--- src/rtl/id_regfile.sv ---
// Decode-stage register file with optional WB-to-ID bypass and the ID/EX pipeline register.
// Define ID_REGFILE_BYPASS_EN to honour ForwardID_A/B; otherwise operands come from storage only.
module id_regfile #(
  parameter int unsigned XLEN = 32
) (
  input  logic            clk,
  input  logic            rst,
  input  logic            RegWrite_W,
  input  logic [4:0]      rd_W,
  input  logic [XLEN-1:0] Result_W,
  input  logic [31:0]     Ins_D,
  input  logic            ForwardID_A,
  input  logic            ForwardID_B,
  input  logic            Stall_E,
  input  logic            Flush_E,
  output logic [XLEN-1:0] RD1_E,
  output logic [XLEN-1:0] RD2_E,
  output logic [4:0]      rs1_E,
  output logic [4:0]      rs2_E,
  output logic [4:0]      rd_E
);

  logic [XLEN-1:0] regs_q [32];

  logic [4:0]      rs1_d, rs2_d, rd_d;
  logic [XLEN-1:0] rf1, rf2;
  logic [XLEN-1:0] op1, op2;

  logic [XLEN-1:0] rd1_q, rd2_q;
  logic [4:0]      rs1_q, rs2_q, rd_q;

  assign rs1_d = Ins_D[19:15];
  assign rs2_d = Ins_D[24:20];
  assign rd_d  = Ins_D[11:7];

  // Opcode/funct bits are decoded elsewhere.
  logic unused_ins;
  assign unused_ins = ^{Ins_D[31:25], Ins_D[14:12], Ins_D[6:0]};

  // x0 is never written, but force zero on read so it is independent of storage.
  assign rf1 = (rs1_d == 5'd0) ? '0 : regs_q[rs1_d];
  assign rf2 = (rs2_d == 5'd0) ? '0 : regs_q[rs2_d];

`ifdef ID_REGFILE_BYPASS_EN
  assign op1 = ForwardID_A ? Result_W : rf1;
  assign op2 = ForwardID_B ? Result_W : rf2;
`else
  logic unused_fwd;
  assign unused_fwd = ForwardID_A ^ ForwardID_B;
  assign op1 = rf1;
  assign op2 = rf2;
`endif

  // Storage writes are independent of Stall_E/Flush_E; reset drops a pending write.
  always_ff @(posedge clk) begin
    if (rst) begin
      for (int i = 0; i < 32; i++) begin
        regs_q[i] <= '0;
      end
    end else if (RegWrite_W && (rd_W != 5'd0)) begin
      regs_q[rd_W] <= Result_W;
    end
  end

  always_ff @(posedge clk) begin
    if (rst || Flush_E) begin
      rd1_q <= '0;
      rd2_q <= '0;
      rs1_q <= '0;
      rs2_q <= '0;
      rd_q  <= '0;
    end else if (!Stall_E) begin
      rd1_q <= op1;
      rd2_q <= op2;
      rs1_q <= rs1_d;
      rs2_q <= rs2_d;
      rd_q  <= rd_d;
    end
  end

  assign RD1_E = rd1_q;
  assign RD2_E = rd2_q;
  assign rs1_E = rs1_q;
  assign rs2_E = rs2_q;
  assign rd_E  = rd_q;

endmodule

--- config.mk ---
export PLATFORM = sky130hd
export DESIGN_NAME = id_regfile
export DESIGN_NICKNAME = d
export VERILOG_FILES = /design/src/rtl/id_regfile.sv
export SDC_FILE = /design/constraint.sdc
export NUM_CORES = 2
export LEC_CHECK = 0
export CAP_MARGIN = 5
export CORE_MARGIN = 3
export CORE_UTILIZATION = 45
export DETAILED_ROUTE_END_ITERATION = 16
export PLACE_DENSITY = 0.59
export SLEW_MARGIN = 20
export SYNTH_ARGS = -nofsm -noshare
export SYNTH_HDL_FRONTEND = slang
export SYNTH_SLANG_ARGS = --single-unit
--- constraint.sdc ---
create_clock -name clk -period 5.6 [get_ports clk]
set_clock_uncertainty 0.05 [all_clocks]
set_input_delay 1.4 -clock clk [delete_from_list [all_inputs] [get_ports clk]]
set_output_delay 1.4 -clock clk [all_outputs]
set_load 0.005 [all_outputs]
==> flow_metrics.env <==
export IMPL_critical_path_arrival_ps=4020
export IMPL_cts_made_buffers=121
export IMPL_wl_per_cell_um=33.75
export IMPL_die_h_um=364.6
export IMPL_final_max_slew_violation_count=0
export IMPL_finalSetupViolCount=0
export IMPL_r2r_start="regs_q[23][9]"
export IMPL_fin_ws_ps=1951
export IMPL_ys_types=39
export IMPL_h_tree_depth=3
export IMPL_initial_core_util=0.4567
export IMPL_min_to="rd_E[0]"
export IMPL_rr_worst_depth=4
export IMPL_crit_fanout=19
export IMPL_drive_gt1_frac=0.2348
export IMPL_die_w_um=364.6
export IMPL_power_switching_share=0.2461
export IMPL_initialDrtViolationCount=3670
export IMPL_wl_um=192800
export IMPL_cap_violations=0
export IMPL_p_int_uw=15160
export IMPL_preCtsSetupSlack_ps=1231
export IMPL_num_vias=35450
export IMPL_yosysMostFrequentCell="and2_1"
export IMPL_firstDrtPassIters=5
export IMPL_avgSynthCellArea_um2=14.73
export IMPL_ioPinCount=155
export IMPL_grt_pass1_wl_um=270200
export IMPL_clk_pin_slew_ps=60
export IMPL_final_core_utilization=0.5154
export IMPL_critical_path_slowest_cell="clkdlybuf4s50_1"
export IMPL_path_class="input pin to register"
export IMPL_cts_root_buf="clkbuf_16"
export IMPL_p_leak_uw=0.02301
export IMPL_max_freq_mhz=274.1
export IMPL_syn_inst=3928
export IMPL_p_switching_uw=4948
export IMPL_ys_ff_latch=1103
export IMPL_yosys_top_cells_area="edfxtp_1, mux4_2, and2_1"
export IMPL_worst_skew_pair_late_latency_ps=740
export IMPL_area_growth_synth_to_final_pct=12.86
export IMPL_seq_area_frac_synth=0.5587
export IMPL_post_route_period_util=0.6516
export IMPL_grt_pass1_vias=36290
export IMPL_finalCriticalPeriod_ps=3649
export IMPL_p_clk_frac=0.409
export IMPL_required_ps=5970
export IMPL_r2r_setup_slack_ps=3670
export IMPL_worst_hold_slack_ps=447.0
export IMPL_hold_violations=0
export IMPL_hold_buffers=0
export IMPL_relSlewSlack=0.2450
export IMPL_power_density_nw_per_um2=307.9
export IMPL_finalInstanceArea_um2=65310
export IMPL_synthTopCellsByCount="and2_1, edfxtp_1, mux4_2"
export IMPL_core_area_um2=126700
export IMPL_grt_antenna_before_repair=14
export IMPL_remaining_drc_errors=0
export IMPL_netlist_area_um2=57870
export IMPL_start_kind="input pin"
export IMPL_grt_overflow=0
export IMPL_synth_edff_count=1024
export IMPL_status="complete, no violations"
export IMPL_rsz0062_at_grt="no"
export IMPL_postCtsSetupBuffers=0
export IMPL_max_stage_delay_ps=630
export IMPL_setup_tns_ps=0
export IMPL_port_buffers=135
export IMPL_dp_final_hpwl_um=121900
export IMPL_grtUsageTotal=0.2892
export IMPL_cts_sinks=1103
export IMPL_cts_tree="built"
export IMPL_gp_congestion=0.9087
export IMPL_cts_resized=0
export IMPL_hold_path_depth=2
export IMPL_yosys_area_top_type="edfxtp_1"
export IMPL_viasPerCell=6.208
export IMPL_hold_class="register to register"
export IMPL_clock_path_buffers=3
export IMPL_synthFlopType="edfxtp_1"
export IMPL_seqPwrFrac=0.483
export IMPL_vdd_drop_max_v=0.0002368
export IMPL_crit_path_cell_trace="clkdlybuf4s50_1, nor3b_1, nand2_1, nor2_2, or2_2, buf_4"
export IMPL_finalNetCount=4022
export IMPL_tightest_slew_ps=1129
export IMPL_synth_async_reset_ratio=0
export IMPL_detailed_place_area_um2=61270
export IMPL_antenna_left=0
export IMPL_synth_top_area_frac=0.5314
export IMPL_rr_endpoint="RD2_E[9]"
export IMPL_row_count=130
export IMPL_ys_warn_count=0
export IMPL_min_from="rd_E[0]"
export IMPL_cp_end_kind="register"
export IMPL_grt_max_degree=71
export IMPL_die_area_um2=132900
export IMPL_p_comb_frac=0.108
## layout by cell type (no fill, tap or decap), types with 28 or more instances in the layout
master           instances
mux2i_1                302
buf_12                  36
edfxtp_1              1024
a21boi_0                32
clkdlybuf4s50_1        111
and4b_1                 64
a221oi_2                64
o311ai_1                64
a21oi_1                 31
dfxtp_1                 79
mux4_2                 384
a22oi_1                128
clkbuf_1                28
buf_4                  117
nand2_1                 68
a211oi_1                33
nor2_2                  31
and2_1                1023
mux2_2                  64
nor2b_1                 33
or2_2                   31
clkbuf_16              123
conb_1                  32
## kinds of logic (layout without fill, tap and decap cells)
kind of cell,count (synthesis),after routing,share of synthesized area
AND/OR/NAND/NOR,1297,1297,0.1403
flip-flops,1103,1103,0.5587
multiplexers,750,750,0.2141
buffers and inverters,424,519,0.03259
AO/OA/AOI/OAI,353,353,0.05414
other,1,39,0.00006481
## power groups by stage
stage	clock [uW]	combinational, uW	sequential [uW]
after global placement	0	2170	9850
after global routing	8630	2260	9760
after detailed placement	0	2180	9880
after CTS	8290	2180	9710
final	8210	2170	9720
after floorplan	0	1330	9760
## worst max-delay path, delay by kind of cell
family,cells,cell delay (ps)
buffers and inverters,2,1000
AND/OR/NAND/NOR,4,1580
## area by class of cell
cell class              instances  area [um2]
multi-input cells            2432       23940
fillers                     10380       61400
well taps                    1650        2064
inverters                       1       3.754
diodes                          7       17.52
flip-flops and latches       1103       32330
repair buffers                287        2885
clock buffers                 164        3362
clock inverters                67       703.2
## metal layers
metal  vias to the layer above  GRT usage  wire (um)
li1                      15040          -          -
met2                      1559     0.4735      92630
met4                         8     0.1552      11310
met5                         -          0         58
met1                     18480     0.3696      74800
met3                       367    0.04912      13960
## worst max-delay path by stage
stage,startpoint,endpoint,slack [ps],cells after the start
detailed placement,RegWrite_W,regs_q[18][31],1230,6
floorplan,rst,regs_q[12][0],2190,5
finish,RegWrite_W,regs_q[18][10],1950,6
global route,RegWrite_W,regs_q[18][10],1830,6
global placement,RegWrite_W,regs_q[18][31],1210,6
CTS,RegWrite_W,regs_q[18][10],2000,6
## sequential cells by signal, indices dropped and copies added, names as in the netlist
signal and cells:
regs_q 1024, RD1_E 32, RD2_E 32, rd_E 5, rs1_E 5, rs2_E 5
## stage by stage
| stage | instances | power, uW |
|---|---|---|
| global route | 5704 | 20650 |
| CTS | 5704 | 20180 |
| detailed placement | 5473 | 12060 |
| floorplan | 3959 | 11090 |
| finish | 5711 | 20100 |
| global placement | 5473 | 12020 |
(Power assumes the default switching activity.)
